--- config.mk ---
export PLATFORM = sky130hd
export DESIGN_NAME = mem_port_arbiter
export DESIGN_NICKNAME = d
export VERILOG_FILES = /design/src/rtl/mem_port_arbiter_pkg.sv /design/src/rtl/mem_tag_pipe.sv /design/src/rtl/mem_port_arbiter.sv
export SDC_FILE = /design/constraint.sdc
export NUM_CORES = 1
export LEC_CHECK = 0
export CAP_MARGIN = 20
export CORE_UTILIZATION = 30
export DETAILED_ROUTE_END_ITERATION = 10
export PLACE_DENSITY = 0.7
export SLEW_MARGIN = 0
export SYNTH_ARGS = -nofsm -noshare
export SYNTH_HDL_FRONTEND = slang
export SYNTH_SLANG_ARGS = --single-unit
--- constraint.sdc ---
create_clock -name clk -period 2.3 [get_ports clk]
set_input_delay 0.345 -clock clk [delete_from_list [all_inputs] [get_ports clk]]
set_output_delay 0.345 -clock clk [all_outputs]
set_load 0.1 [all_outputs]
--- src/rtl/mem_port_arbiter_pkg.sv ---
// Shared types for the memory port arbiter: response-owner tags and BOOT/RUN state.
package mem_port_arbiter_pkg;

  typedef enum logic [1:0] {
    TAG_NONE = 2'd0,
    TAG_DAT  = 2'd1,
    TAG_INS  = 2'd2
  } tag_e;

  typedef enum logic {
    ST_BOOT = 1'b0,
    ST_RUN  = 1'b1
  } state_e;

  // A flush turns any pending fetch response into a dropped slot.
  function automatic tag_e squash_ins(input tag_e tag, input logic squash);
    return (squash && tag == TAG_INS) ? TAG_NONE : tag;
  endfunction

endpackage

--- src/rtl/mem_tag_pipe.sv ---
// Response-owner shift register: one tag per issued access, flushable fetch tags.
module mem_tag_pipe
  import mem_port_arbiter_pkg::*;
#(
  parameter int DEPTH = 2
) (
  input  logic clk,
  input  logic rst,
  input  logic squash,
  input  tag_e tag_in,
  output tag_e tag_out
);

  tag_e tag_pipe [DEPTH];

  always_ff @(posedge clk) begin
    if (rst) begin
      for (int i = 0; i < DEPTH; i++) tag_pipe[i] <= TAG_NONE;
    end else begin
      tag_pipe[0] <= squash_ins(tag_in, squash);
      for (int i = 1; i < DEPTH; i++) tag_pipe[i] <= squash_ins(tag_pipe[i-1], squash);
    end
  end

  assign tag_out = tag_pipe[DEPTH-1];

endmodule

--- src/rtl/mem_port_arbiter.sv ---
// Single-port RAM arbiter for loader, core data and core fetch; owns BOOT->RUN and
// routes read data back to whichever port issued the read.
module mem_port_arbiter
  import mem_port_arbiter_pkg::*;
#(
  parameter int LOAD_LATENCY  = 1,
  parameter int ACTUAL_ADDR_W = 13,
  parameter int DATA_W        = 64,
  parameter int WE_W          = 8,
  parameter int MAX_STARVE    = 4,
  parameter int BOOT_SKIP     = 0
) (
  input  logic                     clk,
  input  logic                     rst,
  input  logic                     ldr_req,
  input  logic [ACTUAL_ADDR_W-1:0] ldr_addr,
  input  logic [DATA_W-1:0]        ldr_wdata,
  input  logic                     ldr_done,
  output logic                     ldr_gnt,
  input  logic                     dat_req,
  input  logic [ACTUAL_ADDR_W-1:0] dat_addr,
  input  logic [DATA_W-1:0]        dat_wdata,
  input  logic [WE_W-1:0]          dat_we,
  output logic                     dat_gnt,
  output logic                     dat_rvalid,
  output logic [DATA_W-1:0]        dat_rdata,
  input  logic                     ins_req,
  input  logic [ACTUAL_ADDR_W-1:0] ins_addr,
  input  logic                     ins_flush,
  output logic                     ins_gnt,
  output logic                     ins_rvalid,
  output logic [DATA_W-1:0]        ins_rdata,
  output logic                     booting,
  output logic                     mem_en,
  output logic [ACTUAL_ADDR_W-1:0] mem_addr,
  output logic [DATA_W-1:0]        mem_wdata,
  output logic [WE_W-1:0]          mem_we,
  input  logic [DATA_W-1:0]        mem_rdata
);

  localparam int CNT_W = $clog2(MAX_STARVE + 1);

  state_e            state, state_nx;
  logic [CNT_W-1:0]  starve_cnt;
  logic              force_ins;
  tag_e              push_tag, tag_out;
  logic [DATA_W-1:0] dat_hold, ins_hold;

  always_ff @(posedge clk) begin
    if (rst) state <= (BOOT_SKIP != 0) ? ST_RUN : ST_BOOT;
    else     state <= state_nx;
  end

  // Grants already include the request, so a grant is an accept.
  always_comb begin
    state_nx  = state;
    ldr_gnt   = 1'b0;
    dat_gnt   = 1'b0;
    ins_gnt   = 1'b0;
    force_ins = ins_req && (starve_cnt == CNT_W'(MAX_STARVE));
    case (state)
      ST_BOOT: begin
        ldr_gnt = ldr_req;
        if (ldr_done) state_nx = ST_RUN;
      end
      ST_RUN: begin
        if (force_ins)    ins_gnt = 1'b1;
        else if (dat_req) dat_gnt = 1'b1;
        else              ins_gnt = ins_req;
      end
      default: state_nx = ST_BOOT;
    endcase
  end

  always_ff @(posedge clk) begin
    if (rst)                     starve_cnt <= '0;
    else if (ins_req && !ins_gnt) begin
      if (starve_cnt != CNT_W'(MAX_STARVE)) starve_cnt <= starve_cnt + 1'b1;
    end else                     starve_cnt <= '0;
  end

  always_ff @(posedge clk) begin
    if (rst) begin
      mem_en    <= 1'b0;
      mem_addr  <= '0;
      mem_wdata <= '0;
      mem_we    <= '0;
    end else begin
      mem_en <= ldr_gnt | dat_gnt | ins_gnt;
      mem_we <= '0;
      if (ldr_gnt) begin
        mem_addr  <= ldr_addr;
        mem_wdata <= ldr_wdata;
        mem_we    <= '1;
      end else if (dat_gnt) begin
        mem_addr  <= dat_addr;
        mem_wdata <= dat_wdata;
        mem_we    <= dat_we;
      end else if (ins_gnt) begin
        mem_addr  <= ins_addr;
      end
    end
  end

  always_comb begin
    push_tag = TAG_NONE;
    if (dat_gnt && dat_we == '0) push_tag = TAG_DAT;
    else if (ins_gnt)            push_tag = TAG_INS;
  end

  // One extra stage covers the cycle the access spends on the mem_* bus.
  mem_tag_pipe #(.DEPTH(LOAD_LATENCY + 1)) u_tag_pipe (
    .clk     (clk),
    .rst     (rst),
    .squash  (ins_flush),
    .tag_in  (push_tag),
    .tag_out (tag_out)
  );

  assign dat_rvalid = (tag_out == TAG_DAT);
  assign ins_rvalid = (tag_out == TAG_INS);
  assign dat_rdata  = dat_rvalid ? mem_rdata : dat_hold;
  assign ins_rdata  = ins_rvalid ? mem_rdata : ins_hold;
  assign booting    = (state == ST_BOOT);

  always_ff @(posedge clk) begin
    if (rst) begin
      dat_hold <= '0;
      ins_hold <= '0;
    end else begin
      if (dat_rvalid) dat_hold <= mem_rdata;
      if (ins_rvalid) ins_hold <= mem_rdata;
    end
  end

endmodule

==> results.toml, run 1 <==
[status]
status = "finished, violations left"
violations = "negative setup slack"

[clock_network]
clk_path_buf_depth = 3
clk_latency_ns = 0.54
clockRootBuffer = "clkbuf_16"
ctsHtreeMaxLevel = 1
numCtsBuffers = 26
hold_buffers = 0
cts_tree = "done"
path_clk_slew_ns = 0.06
cts_sinks = 222

[yosys]
ys_warn_count = 0
syn_area_per_cell_um2 = 10.1
synth_seq_cells = 222
syn_area_um2 = 9590
ys_seq_area_share_pct = 46.3
synth_cell_type_count = 34
synth_fp_nets = 1195
netlist_instances = 947

[pwr]
peakVddDrop_mv = 0.452
total_power_w = 0.0107
leakage_nw = 6.85
power_density_nw_per_um2 = 618

[sta]
rsz0062_at_grt = "true"
drv_slew = 0
max_freq_mhz = 428
finalCritPeriodShare_pct = 102
finalWorstSetupSlack_ns = -0.0351
finalClockSkew_ns = 0.0221
hold_viol = 0
fin_hold_ws_ns = 0.302
period_needed_ns = 2.34
slew-limit-headroom_pct = 61.8
finalSetupViolations = 55
worst_slew_pin_slew_ns = 0.574

[critical_path]
r2r_start = "starve_cnt[0]$_SDFFE_PP0P_"
reg2reg_to = "mem_wdata[12]$_SDFFE_PP0P_"
crit_path_top_delay_cell = "dfxtp_2"
r2r_slack_ns = 0.56
end_kind = "output port"
crit_family = "buffers and inverters"
arrival_ns = 1.99
worst-path-stages = 5
critPathLaunchType = "flop"
required_ns = 1.96
crit_buf_inv = 3
r2r.worst_path.cells = 6
slowest_delay_ns = 0.33
crit_type = "reg -> out"
path_max_fanout = 8
path_cells = "nor2b_4 -> buf_8 -> clkbuf_16 -> mux2_4 -> buf_12"

[job]
drv_cap = 0

[floorplan]
initial_core_util_pct = 30.5
die_w_um = 181
coreArea_um2 = 31500
io_pins = 466
die_y_um = 181
die_area_um2 = 32700
rows = 65

[min_path]
holdPathStages = 2
hp-start = "rst"
hp-class = "in -> reg"
min_delay_worst_endpoint = "mem_wdata[1]$_SDFFE_PP0P_"

[drt]
wl_per_cell_um = 19.4
drcViolationCount = 0
vias = 9051
drtPass1Iterations = 7
routed_wl_um = 35300
ant_nets = 0
drt-initial-drc-count = 480
viasPerCell = 4.98

[finish]
final-instance-count-excl-fill = 1818
final_common_cell = "clkdlybuf4s50_1"
layout_common_cells = "clkdlybuf4s50_1, dfxtp_1, buf_12, nor2_1, nor2b_1"
syn2layout_area_growth_pct = 79.9
final_cell_area_um2 = 17300
final_nets = 1645
drive_gt1_share_pct = 35.2

[placement]
dpl.hpwl_um = 24300
dp.cells = 1754
post_dp_cell_area_um2 = 15800
numPortBuffers = 465
pre_cts_slack_ns = 0.262
place.gp.congestion = 0.863

[global_route]
grt_overflow = 0
grt_pass1_vias = 9109
grtUsageTotal_pct = 20.4
grt_pass1_wl_um = 52600
antenna_found_initial = 1
grt_max_degree = 108
==> synth_stat cells <==
cell	instances	share of area, %
a2111oi_1	23	2.4
a2111oi_2	41	6.4
a21oi_1	10	0.52
a31oi_1	13	0.85
and2_1	2	0.13
and3_1	1	0.065
and3b_1	13	1.2
buf_1	4	0.16
buf_2	32	1.7
buf_4	8	0.63
buf_6	5	0.59
clkbuf_1	42	1.6
dfxtp_1	222	46
ha_1	2	0.26
inv_1	5	0.20
inv_2	1	0.039
mux2_2	128	15
mux2i_1	1	0.10
nand2_1	2	0.078
nand2_2	1	0.065
nand2b_1	3	0.20
nand3_1	22	1.1
nand3b_1	1	0.078
nand4_1	1	0.065
nor2_1	131	5.1
nor2b_1	132	8.6
nor3_1	67	3.5
nor3b_1	2	0.16
nor4_1	2	0.13
o2111ai_1	13	1.2
o21ai_0	2	0.10
o221ai_1	13	1.2
or2_2	1	0.065
xnor2_1	1	0.091
==> worst max path at each step <==
| stage | start | slack, ns | endpoint |
|---|---|---|---|
| floorplan | starve_cnt[0]$_SDFFE_PP0P_ | 0.07 | dat_gnt |
| global placement | dat_req | 0.32 | mem_wdata[20]$_SDFFE_PP0P_ |
| detailed placement | ins_req | 0.26 | mem_wdata[34]$_SDFFE_PP0P_ |
| CTS | u_tag_pipe.tag_pipe[0][2]$_SDFF_PP0_ | -0.07 | dat_rdata[15] |
| global route | u_tag_pipe.tag_pipe[0][2]$_SDFF_PP0_ | -0.11 | dat_rdata[45] |
| finish | u_tag_pipe.tag_pipe[0][2]$_SDFF_PP0_ | -0.04 | dat_rdata[45] |
==> power breakdown <==
group,internal (W),switching [W],leakage [nW]
logic,0.000810,0.00160,4.60
registers,0.00399,0.0000817,1.81
clock network,0.00250,0.00169,0.435
==> what timing repair did <==
action | in CTS | in global routing
buffers inserted | 6 | 3
gates cloned | 5 | 3
resized for setup | 49 | 36
setup endpoints to repair | 119 | 80
==> logic make-up (layout without fill, tap and decap cells) <==
family | Yosys count | in the layout | synth area share [%]
mux | 129 | 129 | 15.1
simple gates | 381 | 381 | 20.6
buf+inv | 97 | 565 | 4.92
other cells | 0 | 1 | 0
flops | 222 | 222 | 46.3
compound gates | 115 | 115 | 12.7
xor+xnor | 1 | 1 | 0.0913
fa+ha+maj | 2 | 2 | 0.261
==> sequential cells by signal (all words and copies together) (netlist names) <==
signal / count
dat_hold: 64
ins_hold: 64
mem_wdata: 64
mem_addr: 13
mem_we: 8
u_tag_pipe.tag_pipe: 4
starve_cnt: 3
mem_en: 1
state: 1
==> metal layers <==
metal | share of wire (%) | global-route usage [%]
met1 | 38 | 22.8
met2 | 50 | 36.8
met3 | 8.5 | 6.11
met4 | 2.7 | 6.50
met5 | 0 | 0
==> final cells by class <==
class,count,area [um^2]
clock inverters,11,128
multi-input cells,628,4970
flip-flops and latches,222,4450
repair buffers,513,6440
diodes,1,2.50
inverters,6,22.5
fillers,2656,14200
clock buffers,35,744
well taps,402,503
==> stage by stage <==
stage | utilization (%) | TNS (ns)
after floorplan | - | 0
after global placement | 50.2 | 0
after detailed placement | 50.2 | 0
after CTS | 54.1 | -2.39
after global routing | 54.8 | -5.51
final | 54.8 | -0.752
No activity file was read; power rests on OpenSTA's default activity.
==> inputs of run 2 (changes only) <==
--- a/config.mk
+++ b/config.mk
@@ -7,6 +7,7 @@
 export LEC_CHECK = 0
 export CAP_MARGIN = 20
 export CORE_UTILIZATION = 30
+export CTS_CLUSTER_DIAMETER = 40
 export DETAILED_ROUTE_END_ITERATION = 10
 export PLACE_DENSITY = 0.7
 export SLEW_MARGIN = 0
==> run 2 against run 1 <==
The run now ends clean. Sequential cell count did not move. Wire length fell by 2.2%. Hold slack improved by 0.019 ns. Register-to-register slack got worse by 0.14 ns. Sequential share of layout area fell by 0.28 points. Final area rose by 1.1%. Total power rose by 13%. Via count rose by 0.25%. Sequential power barely moved. Count of clock-buffer cells in the layout rose by 17.
==> results.toml, run 2 (same netlist as run 1, synthesis figures left out) <==
[sta]
max_freq_mhz = 440
hold_viol = 0
drv_slew = 0
slew-limit-headroom_pct = 61.8
rsz0062_at_grt = "true"
finalCritPeriodShare_pct = 98.9
period_needed_ns = 2.27
finalClockSkew_ns = 0.00894
finalSetupViolations = 0
worst_slew_pin_slew_ns = 0.573

[global_route]
antenna_found_initial = 2
grtUsageTotal_pct = 20.1
grt_overflow = 0
grt_pass1_vias = 9193
grt_max_degree = 108
grt_pass1_wl_um = 51800

[critical_path]
slowest_delay_ns = 0.38
required_ns = 1.96
end_kind = "output port"
crit_buf_inv = 3
critPathLaunchType = "flop"
crit_path_top_delay_cell = "mux2_2"
arrival_ns = 1.93
crit_family = "buffers and inverters"
crit_type = "reg -> out"
path_max_fanout = 16
path_cells = "nor2b_4 -> buf_6 -> buf_16 -> mux2_2 -> buf_12"

[min_path]
hp-class = "in -> reg"

[finish]
top_regs = "dat_hold x64, ins_hold x64, mem_wdata x64"
final_common_cell = "clkdlybuf4s50_1"
final_nets = 1652
fin_util_pct = 55.4
final-instance-count-excl-fill = 1836
layout_common_cells = "clkdlybuf4s50_1, dfxtp_1, buf_12, nor2_1, nor2b_1"
syn2layout_area_growth_pct = 81.8
drive_gt1_share_pct = 35.5
final_cell_area_um2 = 17400

[drt]
routed_wl_um = 34600
vias = 9074
drt-initial-drc-count = 453
viasPerCell = 4.94
wl_per_cell_um = 18.8
drtPass1Iterations = 4
ant_nets = 0
topRoutingLayerUsed = "met4"
wl_met1_um = 13400
wl_met3_um = 2920
drcViolationCount = 0
routed-wl-met2_um = 17100

[placement]
numPortBuffers = 465
post_dp_cell_area_um2 = 15800
dpl.hpwl_um = 24300
place.gp.congestion = 0.863
dp.cells = 1754

[pwr]
total_power_w = 0.0120
power_density_nw_per_um2 = 690
leakage_nw = 6.97
peakVddDrop_mv = 0.468

[clock_network]
clk_path_buf_depth = 3
hold_buffers = 0
clockRootBuffer = "clkbuf_16"
ctsHtreeMaxLevel = 2
numCtsBuffers = 38
clk_latency_ns = 0.50
path_clk_slew_ns = 0.05
cts_tree = "done"
cts_sinks = 222

[floorplan]
rows = 65
die_area_um2 = 32700
initial_core_util_pct = 30.5
die_w_um = 181
die_y_um = 181
io_pins = 466
coreArea_um2 = 31500

[job]
drv_cap = 0

[status]
status = "completed"
[run 2: cell types whose count changed in the layout (fill, tap and decap cells not counted), moves of 2 or more]
cell	before	now
clkinv_2	5	7
mux2_4	65	35
mux2_2	63	93
clkbuf_1	3	6
clkbuf_16	29	42
buf_16	5	3
buf_8	3	0
[run 2: final timing paths]
check | from | to | slack, ns | cells past startpoint
worst max-delay path | u_tag_pipe.tag_pipe[0][2]$_SDFF_PP0_ | dat_rdata[58] | 0.03 | 5
worst min register to register | u_tag_pipe.tag_pipe[0][1]$_SDFF_PP0_ | u_tag_pipe.tag_pipe[0][3]$_SDFF_PP0_ | 0.45 | 1
worst min-delay path | rst | mem_wdata[60]$_SDFFE_PP0P_ | 0.32 | 2
worst max register to register | state$_SDFF_PP0_ | mem_wdata[12]$_SDFFE_PP0P_ | 0.42 | 4
[run 2: area by class of cell]
type | instances | area (um^2)
fillers | 2658 | 14000
repair buffers | 508 | 6340
multi-input cells | 628 | 4850
flip-flops and latches | 222 | 4450
clock buffers | 52 | 1090
well taps | 402 | 503
clock inverters | 16 | 176
inverters | 6 | 22.5
diodes | 2 | 5.00
[run 2: per-layer routing]
layer | GRT usage [%] | vias up
li1 | - | 4282
met4 | 8.55 | 0
met5 | 0 | -
met1 | 21.9 | 4303
met3 | 6.59 | 81
met2 | 35.6 | 408
[run 2: repair_timing]
| action | CTS | global route |
|---|---|---|
| setup buffers | 5 | 1 |
| setup endpoints to repair | 86 | 66 |
| gates cloned | 3 | 3 |
| resized for setup | 10 | 34 |
[run 2: report_power, final]
part	leakage [nW]	switching [W]	internal [W]
sequential	1.81	0.0000813	0.00400
combinational	4.53	0.00160	0.000808
clock	0.629	0.00189	0.00366
total	6.97	0.00357	0.00847
[run 2: metrics by stage]
stage          TNS [ns]  setup slack [ns]  hold WS [ns]
6_report              0            0.0257         0.321
5_1_grt           -1.38           -0.0542         0.336
4_1_cts          -0.303           -0.0193         0.310
3_5_place_dp          0             0.262         0.454
3_3_place_gp          0             0.318         0.451
2_1_floorplan         0            0.0733         0.421
==> inputs of run 3 (changes only) <==
--- a/config.mk
+++ b/config.mk
@@ -7,7 +7,7 @@
 export LEC_CHECK = 0
 export CAP_MARGIN = 20
 export CORE_UTILIZATION = 30
-export CTS_CLUSTER_DIAMETER = 40
+export CTS_BUF_LIST = sky130_fd_sc_hd__clkbuf_4 sky130_fd_sc_hd__clkbuf_8
 export DETAILED_ROUTE_END_ITERATION = 10
 export PLACE_DENSITY = 0.7
 export SLEW_MARGIN = 0
==> run 3 against run 2 <==
The flow now finishes with violations (negative setup slack). Sequential power about the same. Hold slack got worse by 0.018 ns. Cell count increased by 0.11%. Count of clock-buffer cells in the layout increased by 6. Sequential share of layout area increased by 0.40 points. Critical path depth unchanged. Clock power decreased by 33%. Via count increased by 0.73%. Global-route usage increased by 0.31 points. Critical path type unchanged.
==> results.toml, run 3 (same netlist as run 1, synthesis figures left out) <==
[placement]
dp.cells = 1754
numPortBuffers = 465
post_dp_cell_area_um2 = 15800
dpl.hpwl_um = 24300
place.gp.congestion = 0.863

[drt]
drtPass1Iterations = 5
routed_wl_um = 35200
ant_nets = 0
wl_per_cell_um = 19.2
vias = 9140
viasPerCell = 4.97
drcViolationCount = 0
drt-initial-drc-count = 397

[critical_path]
path_max_fanout = 8
end_kind = "output port"
path_cells = "nor2b_4 -> buf_8 -> clkbuf_16 -> mux2_4 -> buf_12"
reg2reg_to = "mem_wdata[20]$_SDFFE_PP0P_"
slowest_delay_ns = 0.33
r2r.worst_path.cells = 6
arrival_ns = 1.99
required_ns = 1.96
crit_end = "dat_rdata[62]"
r2r_start = "starve_cnt[0]$_SDFFE_PP0P_"
critPathLaunchType = "flop"
crit_path_top_delay_cell = "mux2_4"
crit_start = "u_tag_pipe.tag_pipe[0][2]$_SDFF_PP0_"
r2r_slack_ns = 0.53
crit_type = "reg -> out"

[min_path]
hp-class = "in -> reg"

[sta]
drv_slew = 0
slew-limit-headroom_pct = 60.8
max_freq_mhz = 428
hold_viol = 0
finalSetupViolations = 17
rsz0062_at_grt = "true"
period_needed_ns = 2.34
worst_slew_pin_slew_ns = 0.588
finalClockSkew_ns = 0.0192
finalWorstSetupSlack_ns = -0.0375
finalCritPeriodShare_pct = 102

[finish]
syn2layout_area_growth_pct = 79.1
fin_util_pct = 54.6
top_regs = "dat_hold x64, ins_hold x64, mem_wdata x64"
final-instance-count-excl-fill = 1838
drive_gt1_share_pct = 36.2
final_nets = 1662
final_common_cell = "clkdlybuf4s50_1"
layout_common_cells = "clkdlybuf4s50_1, dfxtp_1, buf_12, nor2_1, nor2b_1"
n_fill_cell = 2677
final_cell_area_um2 = 17200

[status]
violations = "negative setup slack"
status = "finished, violations left"

[global_route]
grt_overflow = 0
antenna_found_initial = 2
grtUsageTotal_pct = 20.4
grt_pass1_wl_um = 52400
grt_max_degree = 108
grt_pass1_vias = 9208

[floorplan]
io_pins = 466
coreArea_um2 = 31500
die_w_um = 181
die_area_um2 = 32700
initial_core_util_pct = 30.5
rows = 65
die_y_um = 181

[clock_network]
path_clk_slew_ns = 0.06
clk_latency_ns = 0.54
clk_path_buf_depth = 3
cts_sinks = 222
ctsHtreeMaxLevel = 2
clockRootBuffer = "clkbuf_8"
numCtsBuffers = 42
cts_tree = "done"

[pwr]
leakage_nw = 6.84
peakVddDrop_mv = 0.364
power_density_nw_per_um2 = 594

[job]
drv_cap = 0
[run 3: worst max-delay path: cells and delay by family (launching register included)]
kind,cells,cell delay [ns]
muxes,1,0.33
buffers and inverters,3,0.55
DFF,1,0.32
and+or+nand+nor,1,0.24
[run 3: final cells by class]
class	instances	area (um^2)	share of cell area [%]
Clock buffer	58	717	4.17
Tap cell	402	503	2.93
Sequential cell	222	4450	25.9
Clock inverter	6	63.8	0.371
Inverter	6	22.5	0.131
Multi-Input combinational cell	628	4970	28.9
Timing Repair Buffer	514	6450	37.5
Antenna cell	2	5.00	0.0291
[run 3: how the worst min path moves through the flow]
stage	from	to	slack, ns	cells past startpoint
6_report	rst	mem_wdata[1]$_SDFFE_PP0P_	0.30	2
5_1_grt	rst	dat_hold[61]$_SDFF_PP0_	0.28	2
4_1_cts	rst	ins_hold[54]$_SDFF_PP0_	0.26	2
3_5_place_dp	u_tag_pipe.tag_pipe[0][1]$_SDFF_PP0_	u_tag_pipe.tag_pipe[0][3]$_SDFF_PP0_	0.45	1
3_3_place_gp	u_tag_pipe.tag_pipe[0][1]$_SDFF_PP0_	u_tag_pipe.tag_pipe[0][3]$_SDFF_PP0_	0.45	1
2_1_floorplan	ins_flush	u_tag_pipe.tag_pipe[0][1]$_SDFF_PP0_	0.42	1
[run 3: metrics by stage]
| step | setup slack [ns] | setup TNS, ns | hold slack, ns | power, W |
|---|---|---|---|---|
| final | -0.0375 | -0.357 | 0.303 | 0.0102 |
| after global routing | -0.143 | -6.64 | 0.283 | 0.0106 |
| after CTS | -0.0875 | -3.21 | 0.261 | 0.0103 |
| after detailed placement | 0.262 | 0 | 0.454 | 0.00656 |
| after global placement | 0.318 | 0 | 0.451 | 0.00654 |
| after floorplan | 0.0733 | 0 | 0.421 | 0.00568 |
[run 3: routing by layer]
| metal | vias up | wire, um | global-route usage [%] |
|---|---|---|---|
| met1 | 4376 | 13700 | 22.5 |
| met2 | 398 | 17500 | 36.1 |
| li1 | 4286 | - | - |
| met3 | 80 | 2860 | 6.59 |
| met5 | - | 0 | 0 |
| met4 | 0 | 1170 | 8.21 |
[run 3: where the power goes]
part	leakage [nW]	internal (W)	switching (W)
combinational	4.61	0.000810	0.00160
clock	0.410	0.00210	0.00163
sequential	1.81	0.00399	0.0000809
[run 3: what timing repair did]
action / 4_1_cts / 5_1_grt
cloned: 6 / 2
resized for setup: 41 / 45
endpoints found under the setup margin: 119 / 107
hold buffers: 0 / 0
pin swaps: 0 / 0
setup buffers: 7 / 3
